$ cat src/rtl/pwm_duty_sequencer.sv
// PWM duty-cycle sequencer: accepts duty commands and moves CCR toward the target only at
// period boundaries (E rising). Optional soft-start ramp is enabled by `define PWM_SEQ_SOFTSTART_EN.
module pwm_duty_sequencer #(
  parameter int unsigned STEP     = 1,
  parameter int unsigned MAX_DUTY = 127
) (
  input  logic       CLK,
  input  logic       RST,
  input  logic       E,
  input  logic       FAULT,
  input  logic [6:0] CMD_DUTY,
  input  logic       CMD_VALID,
  output logic       CMD_READY,
  output logic [6:0] CCR,
  output logic       AT_TARGET,
  output logic [1:0] STATE
);

  typedef enum logic [1:0] {
    IDLE  = 2'd0,
    RAMP  = 2'd1,
    HOLD  = 2'd2,
    BRAKE = 2'd3
  } state_e;

  localparam logic [6:0] MAX_W    = 7'(MAX_DUTY);
  localparam logic [7:0] STEP_CFG = 8'(STEP);
`ifdef PWM_SEQ_SOFTSTART_EN
  localparam logic [7:0] STEP_EFF = STEP_CFG;
`else
  // A step of at least 127 always lands exactly on the target, giving a one-period jump.
  localparam logic [7:0] STEP_EFF = (STEP_CFG >= 8'd127) ? STEP_CFG : 8'd127;
`endif

  // Move cur toward tgt by at most stp, never overshooting the target and never wrapping.
  function automatic logic [6:0] next_ccr(input logic [6:0] cur, input logic [6:0] tgt,
                                          input logic [7:0] stp);
    logic [7:0] cur_w;
    logic [7:0] tgt_w;
    logic [7:0] up_w;
    logic [7:0] dn_w;
    cur_w = {1'b0, cur};
    tgt_w = {1'b0, tgt};
    up_w  = cur_w + stp;
    dn_w  = (cur_w >= stp) ? (cur_w - stp) : 8'd0;
    if (cur_w < tgt_w) begin
      next_ccr = (up_w < tgt_w) ? up_w[6:0] : tgt;
    end else if (cur_w > tgt_w) begin
      next_ccr = (dn_w > tgt_w) ? dn_w[6:0] : tgt;
    end else begin
      next_ccr = cur;
    end
  endfunction

  logic       e_q;
  logic       e_d;
  logic [6:0] ccr_q;
  logic [6:0] ccr_d;
  logic [6:0] target_q;
  logic [6:0] target_d;
  state_e     state_q;
  state_e     state_d;
  logic       tick_s;
  logic       ready_s;
  logic       accept_s;
  logic [6:0] clamped_s;

  // Next-state: boundary detect, command accept, CCR stepping, brake and state decode.
  always_comb begin
    e_d       = E;
    ccr_d     = ccr_q;
    target_d  = target_q;
    state_d   = state_q;
    tick_s    = E & ~e_q;
    ready_s   = (state_q != BRAKE);
    accept_s  = CMD_VALID & ready_s & ~FAULT;
    clamped_s = (CMD_DUTY > MAX_W) ? MAX_W : CMD_DUTY;

    if (FAULT) begin
      ccr_d    = 7'd0;
      target_d = 7'd0;
    end else begin
      // The step always uses the target held before this edge's accept.
      if (tick_s && (state_q != BRAKE)) begin
        ccr_d = next_ccr(ccr_q, target_q, STEP_EFF);
      end else begin
        ccr_d = ccr_q;
      end
      if (accept_s) begin
        target_d = clamped_s;
      end else begin
        target_d = target_q;
      end
    end

    if (FAULT) begin
      state_d = BRAKE;
    end else if (ccr_d != target_d) begin
      state_d = RAMP;
    end else if (ccr_d == 7'd0) begin
      state_d = IDLE;
    end else begin
      state_d = HOLD;
    end
  end

  // State registers with asynchronous reset.
  always_ff @(posedge CLK or posedge RST) begin
    if (RST) begin
      e_q      <= 1'b0;
      ccr_q    <= 7'd0;
      target_q <= 7'd0;
      state_q  <= IDLE;
    end else begin
      e_q      <= e_d;
      ccr_q    <= ccr_d;
      target_q <= target_d;
      state_q  <= state_d;
    end
  end

  assign CCR       = ccr_q;
  assign STATE     = state_q;
  assign CMD_READY = (state_q != BRAKE);
  assign AT_TARGET = (ccr_q == target_q);

endmodule

$ cat config.mk
export PLATFORM = sky130hd
export DESIGN_NAME = pwm_duty_sequencer
export DESIGN_NICKNAME = d
export VERILOG_FILES = /design/src/rtl/pwm_duty_sequencer.sv
export SDC_FILE = /design/constraint.sdc
export NUM_CORES = 1
export LEC_CHECK = 0
export CAP_MARGIN = 20
export CORE_MARGIN = 1.5
export CORE_UTILIZATION = 40
export DETAILED_ROUTE_END_ITERATION = 10
export PLACE_DENSITY_LB_ADDON = 0.1
export RECOVER_POWER = 25
export SYNTH_ARGS = -nofsm -noshare
export SYNTH_HDL_FRONTEND = slang
export SYNTH_SLANG_ARGS = --single-unit
$ cat constraint.sdc
create_clock -name CLK -period 2.91 [get_ports CLK]
set_clock_uncertainty 0.05 [all_clocks]
set_input_delay 0.582 -clock CLK [delete_from_list [all_inputs] [get_ports CLK]]
set_output_delay 0.582 -clock CLK [all_outputs]
set_load 0.01 [all_outputs]
Yosys cells after proc, flatten, opt, wreduce, memory -nomap -nowiden --
Cells that the tools add are included.
Operators by class: $add $sub $neg 2, $lt $le $gt $ge 6, equal/unequal tests 3, mux-type cells 13, bitwise operators 5, reductions and logical operators 2
Operators by type and width (count):
- $mux W7 | 9
- $add A7 B7 Y8 const B | 1
- $gt A8 B7 Y1 | 1
- $lt A8 B7 Y1 | 1
- $mux W8 | 1
- $sub A7 B7 Y8 const B | 1
- $eq A7 B7 Y1 | 1
- $ge A7 B7 Y1 const B | 1
- $gt A7 B7 Y1 | 1
- $gt A7 B7 Y1 const B | 1
- $logic_not A7 Y1 | 1
- $lt A7 B7 Y1 | 1
- $ne A7 B7 Y1 | 1
- $mux W2 | 3
- $and A1 B1 Y1 | 3
- $ne A2 B2 Y1 const B | 1
- $not A1 Y1 | 2
- $logic_and A1 B1 Y1 | 1
Word-level totals: flip-flop bits (word level) 17, input bits 12, output and inout bits 11, word-level logic and storage cells 35

Longest topological paths before layout --
Gate-level depths: netlist (run 1).
depth after elaboration 12, mapped depth 16, depth with buffers taken out 14

Worst setup path after synthesis (run 1) --
Ideal clock, no wire load.
path kind register to register, start point register ccr_q[0], in the netlist CCR[0], end point register state_q[0], in the netlist STATE[0], setup time 0.122 ns, arrival 3.108 ns, setup slack -0.370 ns, stages on the path, launching flop included 16, cell sequence dfrtp_1 inv_1 ha_1 xnor2_1 inv_1 ha_1 o21ai_0 a21oi_1 o211a_1 buf_2 o311a_1 a22o_2 xnor2_1 a311oi_1 nand4_1 nand2b_1
Between the ends: cells in the longest elaborated chain, start to end 11, elaborated cells on any way between the ends 17, classes of those cells add/sub: 2; order compare: 5; eq/ne: 1; mux: 9
Ends and longest elaborated chain:
- from (decl) | line 57 | logic [6:0] ccr_q;
- from (signal assigned) | line 116 | ccr_q <= ccr_d;
- $sub A7 B7 Y8 or $ge A7 B7 Y1 (tied branches) | line 45 | dn_w = (cur_w >= stp) ? (cur_w - stp) : 8'd0;
- $mux W8 | line 45
- $gt A8 B7 Y1 | line 49 | next_ccr = (dn_w > tgt_w) ? dn_w[6:0] : tgt;
- $mux W7 | line 49
- $mux W7 | line 48 | end else if (cur_w > tgt_w) begin
- $mux W7 * | line 46 | if (cur_w < tgt_w) begin
- $mux W7 * | line 84 | if (tick_s && (state_q != BRAKE)) begin
- $mux W7 * | line 79 | if (FAULT) begin
- named net ccr_d[6] | line 58 | logic [6:0] ccr_d;
- $ne A7 B7 Y1 * | line 98 | end else if (ccr_d != target_d) begin
- $mux W2 * | line 98
- $mux W2 * | line 96 | if (FAULT) begin
- named net state_d[0] | line 62 | state_e state_d;
- to (signal assigned) | line 118 | state_q <= state_d;
- to (decl) | line 61 | state_e state_q;
The timed path passes the listed nets; every way through them passes the cells marked *.

Final worst setup path (run 1) --
start point register ccr_q[2], in the netlist CCR[2], end point register state_q[0], in the netlist STATE[0]
The elaborated chain is that of the path after synthesis.

==> results of run 1 <==
-- worst paths after layout --
check / endpoint / start / cells after the start
max: STATE[0] / CCR[2] / 13
min: target_q[5] / target_q[5] / 3
max reg2reg: STATE[0] / CCR[2] / 13
min reg2reg: target_q[5] / target_q[5] / 3
max in group asynchronous: CCR[3] / RST / 2
min in group asynchronous: target_q[0] / RST / 2
-- repair_timing --
item                                    CTS  global route
gates cloned                              1             0
endpoints found under the hold margin     0             0
endpoints found under the setup margin    7             7
pin swaps                                10            15
buffers inserted                          6             7
resized for setup                        32            24
-- cells in the final DEF (no fill, tap or decap), types with 6 or more instances in the layout --
cell | synthesis | final
buf_4 | 0 | 73
nor2_1 | 29 | 25
ha_1 | 23 | 22
clkdlybuf4s50_1 | 0 | 19
nand2_1 | 16 | 15
inv_1 | 18 | 15
dfrtp_1 | 17 | 12
a21oi_1 | 15 | 12
o21ai_0 | 9 | 7
o211ai_1 | 6 | 6
buf_6 | 0 | 6
-- through the flow --
| step | hold slack (ps) | utilization (%) | cells |
|---|---|---|---|
| finish | 693 | 66.6 | 391 |
| global route | 734 | 66.6 | 391 |
| CTS | 686 | 62.6 | 384 |
| detailed placement | 668 | 57.9 | 373 |
| global placement | 658 | 57.9 | 373 |
| floorplan | 458 | - | 237 |
-- metal layers --
layer | up-vias | global-route usage (%)
met2 | 67 | 47.4
met3 | 10 | 3.33
met5 | - | 0
li1 | 1085 | -
met4 | 0 | 8.60
met1 | 1080 | 36.9
-- worst max-delay path: stages (launching register included) --
cell and delay [ps]:
dfrtp_2 450, nor2_4 160, nand3_4 100, nor2_4 90, xor2_1 160, ha_1 260
a211o_1 350, o211a_4 300, o311a_4 320, a22o_4 250, xnor2_4 150, a311oi_2 230
nand4_1 150, nand2b_4 170
-- sequential cells by signal, summed over array words and instances, names as in the netlist --
name,flops
CCR,7
STATE,2
e_q,1
target_q,7
-- cell families after synthesis --
kind of cell	synth area share, %
muxes	3.45
adders and majority gates	15.0
buffers and inverters	4.95
and+or+nand+nor	22.5
DFF	22.1
other	0.195
xor gates and xnor gates	3.65
AOI/OAI and AO/OA	28.1
-- power groups by stage --
stage               Sequential (W)  Combinational [W]  Clock [W]
finish                    0.000334            0.00299   0.000188
global route              0.000339            0.00323   0.000198
CTS                       0.000332            0.00267   0.000190
detailed placement        0.000331            0.00225          0
global placement          0.000331            0.00224          0
floorplan                 0.000350            0.00134          0
-- cell type report --
class	instances	area [µm²]	share of cell area, %
Clock inverter	1	7.51	0.242
Inverter	18	67.6	2.18
Sequential cell	17	432	13.9
Tap cell	54	67.6	2.18
Timing Repair Buffer	101	835	26.9
Clock buffer	3	41.3	1.33
Multi-Input combinational cell	197	1660	53.3
==> impl_metrics.env, run 1 <==
export IMPL_gp_congestion=0.925
export IMPL_synth_cell_types=59
export IMPL_intPower_w=0.00183
export IMPL_start_kind="flip-flop"
export IMPL_cts_max_path_buffers=2
export IMPL_clkSinkCount=17
export IMPL_diodes=0
export IMPL_synth_largest_area_cell="dfrtp_1"
export IMPL_port_buffers=22
export IMPL_status="finished with violations"
export IMPL_power_density_nw_per_um2=1130
export IMPL_dpl_instance_area_um2=2700
export IMPL_hp_class="reg2reg"
export IMPL_grt_first_pass_wirelength_mm=11.2
export IMPL_arrival_ps=3410
export IMPL_postRouteAntennaNets=0
export IMPL_async_flop_share_pct=100
export IMPL_grt_start_max_net_pins=18
export IMPL_ys_flop_type="dfrtp_1"
export IMPL_antenna_found_initial=0
export IMPL_fin_area_um2=3110
export IMPL_critPathMaxFanout=5
export IMPL_synth_most_common_cell="nor2_1"
export IMPL_tightest_slew_ps=683
export IMPL_rsz0062_at_grt="true"
export IMPL_syn_cell_area_um2=1920
export IMPL_syn_to_final_growth_pct=61.7
export IMPL_pin_count=23
export IMPL_met3_wirelength_um=287
export IMPL_via_per_inst=5.73
export IMPL_synth_top_area_share_pct=22.1
export IMPL_pwr_share_seq_pct=9.5
export IMPL_cts_tree="yes"
export IMPL_nNetsFinal=373
export IMPL_vias=2242
export IMPL_total_power_w=0.00352
export IMPL_cts_hold_fix_buffers=0
export IMPL_fin_crit_sh_pct=113
export IMPL_fillers=381
export IMPL_synth_edf_count=0
export IMPL_start_util_pct=41.2
export IMPL_dieArea_um2=5230
export IMPL_routed_wl_mm=6.99
export IMPL_leakagePower_nw=1.45
export IMPL_cp_required_ps=3010
export IMPL_synth_cells=235
export IMPL_grt_overflow_total=0
export IMPL_drt_iter0_markers=124
export IMPL_htreeDepth=1
export IMPL_tns_ps=-789
export IMPL_finalHoldViolCount=0
export IMPL_worstSetupPathType="reg2reg"
export IMPL_highest_layer="met4"
export IMPL_place_ws_ps=-619
export IMPL_p_sw_share_pct=47.8
export IMPL_clk_latency_ps=260
export IMPL_r2r_slack_ps=-390
export IMPL_max_clock_freq_ghz=0.303
export IMPL_yosys_top_cells_area="dfrtp_1 (22%), ha_1 (15%), nor2_1 (5.7%)"
export IMPL_first_global_vias=2276
export IMPL_wl_met1_mm=3.17
export IMPL_slew_headroom_pct=54.4
export IMPL_switchingPower_w=0.00168
export IMPL_violations="setup timing"
export IMPL_cap_violations=0
export IMPL_final_max_slew_viol_count=0
export IMPL_ys_seq_elements=17
export IMPL_setup_violations_final=3
export IMPL_clock_root_buffer="clkbuf_8"
export IMPL_yosysWarnings=0
export IMPL_die_width_um=72.3
export IMPL_postSynthAreaPerCell_um2=8.17
export IMPL_detailed_place_hpwl_mm=5.31
export IMPL_die_h_um=72.3
export IMPL_wl_per_cell_um=17.9
export IMPL_dr_pass1_iters=4
export IMPL_p_comb_share_pct=85.1
export IMPL_fin_crit_ps=3300
export IMPL_power_frac_clock_pct=5.4
export IMPL_drive_gt1_share_pct=39.8
export IMPL_cts_made_buffers=3
export IMPL_grt_usage_pct=27.8
export IMPL_irDropWorstVdd_uv=709
export IMPL_ys_seq_area_share_pct=22.1
export IMPL_met2_wirelength_mm=3.43
export IMPL_fp_coreArea_um2=4660
export IMPL_synthTopCellsByCount="nor2_1 (29), ha_1 (23), inv_1 (18)"
export IMPL_clk_pin_slew_worst_paths_ps=70
export IMPL_end_kind="flip-flop"
export IMPL_drc=0
export IMPL_rows=25
export IMPL_setup_ws_ps=-391
Note: power is estimated with default switching activity, not from simulation.
==> run 2, diff against run 1 <==
--- a/config.mk
+++ b/config.mk
@@ -8,9 +8,11 @@
 export CAP_MARGIN = 20
 export CORE_MARGIN = 1.5
 export CORE_UTILIZATION = 40
+export CTS_BUF_LIST = sky130_fd_sc_hd__clkbuf_8
 export DETAILED_ROUTE_END_ITERATION = 10
 export PLACE_DENSITY_LB_ADDON = 0.1
 export RECOVER_POWER = 25
+export SLEW_MARGIN = 20
 export SYNTH_ARGS = -nofsm -noshare
 export SYNTH_HDL_FRONTEND = slang
 export SYNTH_SLANG_ARGS = --single-unit
==> constraint.sdc (replaced) <==
create_clock -name CLK -period 3 [get_ports CLK]
set_clock_uncertainty 0.05 [all_clocks]
set_input_delay 0.6 -clock CLK [delete_from_list [all_inputs] [get_ports CLK]]
set_output_delay 0.6 -clock CLK [all_outputs]
set_load 0.01 [all_outputs]
==> run 2 against run 1 <==
Net effect:
- the run still ends with setup timing left
- power down 6.1%
- largest cell class unchanged
- critical path depth grew 1
- wire length barely moved
- final area decreased by 1.9%
- fmax decreased by 0.26%
==> impl_metrics.env, run 2 (synthesis results as in run 1) <==
export IMPL_worstSetupPathType="reg2reg"
export IMPL_first_global_vias=2235
export IMPL_setup_violations_final=2
export IMPL_drc=0
export IMPL_final_max_slew_viol_count=0
export IMPL_via_per_inst=5.76
export IMPL_postRouteAntennaNets=0
export IMPL_nNetsFinal=375
export IMPL_htreeDepth=1
export IMPL_drive_gt1_share_pct=39.2
export IMPL_regArea_um2=432
export IMPL_fp_coreArea_um2=4660
export IMPL_grt_first_pass_wirelength_mm=11.0
export IMPL_fin_area_um2=3050
export IMPL_layout_common_cells="buf_4 (77), nor2_1 (25), ha_1 (21)"
export IMPL_gp_congestion=0.994
export IMPL_slowest_delay_ps=470
export IMPL_tightest_slew_ps=726
export IMPL_rsz0062_at_grt="true"
export IMPL_multi_input_area_um2=1590
export IMPL_syn_to_final_growth_pct=58.6
export IMPL_dpl_instance_area_um2=2740
export IMPL_critPathMaxFanout=5
export IMPL_dr_pass1_iters=4
export IMPL_die_h_um=72.3
export IMPL_clock_root_buffer="clkbuf_8"
export IMPL_die_width_um=72.3
export IMPL_cpMostUsedCell="nand2_1"
export IMPL_crit_chain="buf_6 > nor4_4 > nand2_1 > xnor2_1 > ha_2 > nor4_2 > nand2_1 > mux2_4 > a211oi_4 > o32ai_2 > and2_4 > a2111oi_4 > nand4_1 > nand2b_1"
export IMPL_antenna_found_initial=0
export IMPL_end_kind="flip-flop"
export IMPL_hold_slack_ps=709
export IMPL_cap_violations=0
export IMPL_irDropWorstVdd_uv=582
export IMPL_fin_crit_sh_pct=110
export IMPL_fillers=415
export IMPL_violations="setup timing"
export IMPL_leakagePower_nw=1.44
export IMPL_drt_iter0_markers=116
export IMPL_dieArea_um2=5230
export IMPL_clkSinkCount=17
export IMPL_clk_pin_slew_worst_paths_ps=80
export IMPL_grt_usage_pct=27.5
export IMPL_place_inst=379
export IMPL_detailed_place_hpwl_mm=5.33
export IMPL_arrival_ps=3410
export IMPL_grt_overflow_total=0
export IMPL_cts_max_path_buffers=2
export IMPL_hp_class="reg2reg"
export IMPL_max_clock_freq_ghz=0.302
export IMPL_start_kind="flip-flop"
export IMPL_cp_required_ps=3100
export IMPL_rows=25
export IMPL_final_cells=393
export IMPL_final_common_cell="buf_4"
export IMPL_cts_made_buffers=3
export IMPL_routed_wl_mm=6.98
export IMPL_clk_latency_ps=270
export IMPL_place_ws_ps=-467
export IMPL_final_util_pct=65.4
export IMPL_slowest_stage="dfrtp_2"
export IMPL_finalHoldViolCount=0
export IMPL_setup_ws_ps=-309
export IMPL_fin_crit_ps=3310
export IMPL_wl_per_cell_um=17.8
export IMPL_cts_tree="yes"
export IMPL_start_util_pct=41.2
export IMPL_diodes=0
export IMPL_power_density_nw_per_um2=1080
export IMPL_r2r_slack_ps=-310
export IMPL_pin_count=23
export IMPL_status="finished with violations"
export IMPL_port_buffers=22
export IMPL_slew_headroom_pct=51.6
export IMPL_grt_start_max_net_pins=18
export IMPL_vias=2263
-- run 2: cell types whose count changed in the layout (fill, tap and decap cells not counted), sizes merged --
cell	previous run	this run
dlygate4sd2	1	0
dlymetal6s2s	0	1
buf	79	81
-- run 2: timing repair --
item,CTS,global route
endpoints found under the setup margin,5,8
cloned,1,0
resized for setup,24,22
setup buffers,7,3
pin swaps,7,11
hold buffers,0,0
-- run 2: metrics by stage --
stage	TNS [ps]	total power (W)
CTS	-562	0.00308
global route	-976	0.00353
global placement	-1060	0.00257
floorplan	-379	0.00164
finish	-575	0.00330
detailed placement	-1100	0.00257
-- run 2: path summary, 6_finish.rpt --
kind / startpoint / endpoint / depth (start not counted)
min in group asynchronous: RST / target_q[0] / 2
hold reg to reg: target_q[5] / target_q[5] / 3
setup reg to reg: CCR[3] / STATE[0] / 14
max in group asynchronous: RST / CCR[1] / 2
setup / recovery: CCR[3] / STATE[0] / 14
hold / removal: target_q[5] / target_q[5] / 3
-- run 2: routing by layer --
metal | track usage, % | share of wire (%)
met4 | 7.13 | 2.1
met3 | 2.22 | 4.6
met1 | 37.0 | 45
met5 | 0 | 0
met2 | 47.6 | 49
-- run 2: power by group --
group | switching [W] | internal [W]
registers | 0.0000472 | 0.000275
logic | 0.00141 | 0.00138
clock network | 0.0000965 | 0.0000939
total | 0.00156 | 0.00174
-- run 2: cell type report --
class / count / share of cell area, %
Sequential cell: 17 / 14.2
Tap cell: 54 / 2.22
Clock inverter: 1 / 0.246
Timing Repair Buffer: 103 / 27.8
Inverter: 18 / 2.22
Multi-Input combinational cell: 197 / 52.0
Clock buffer: 3 / 1.36
-- run 2: worst max-delay path, delay by kind of cell, from the launching register on --
| family | cells | cell delay (ps) |
|---|---|---|
| xor+xnor | 1 | 140 |
| compound gates | 3 | 720 |
| simple gates | 7 | 1170 |
| fa+ha+maj | 1 | 170 |
| mux | 1 | 330 |
| flops | 1 | 470 |
| buf+inv | 1 | 140 |
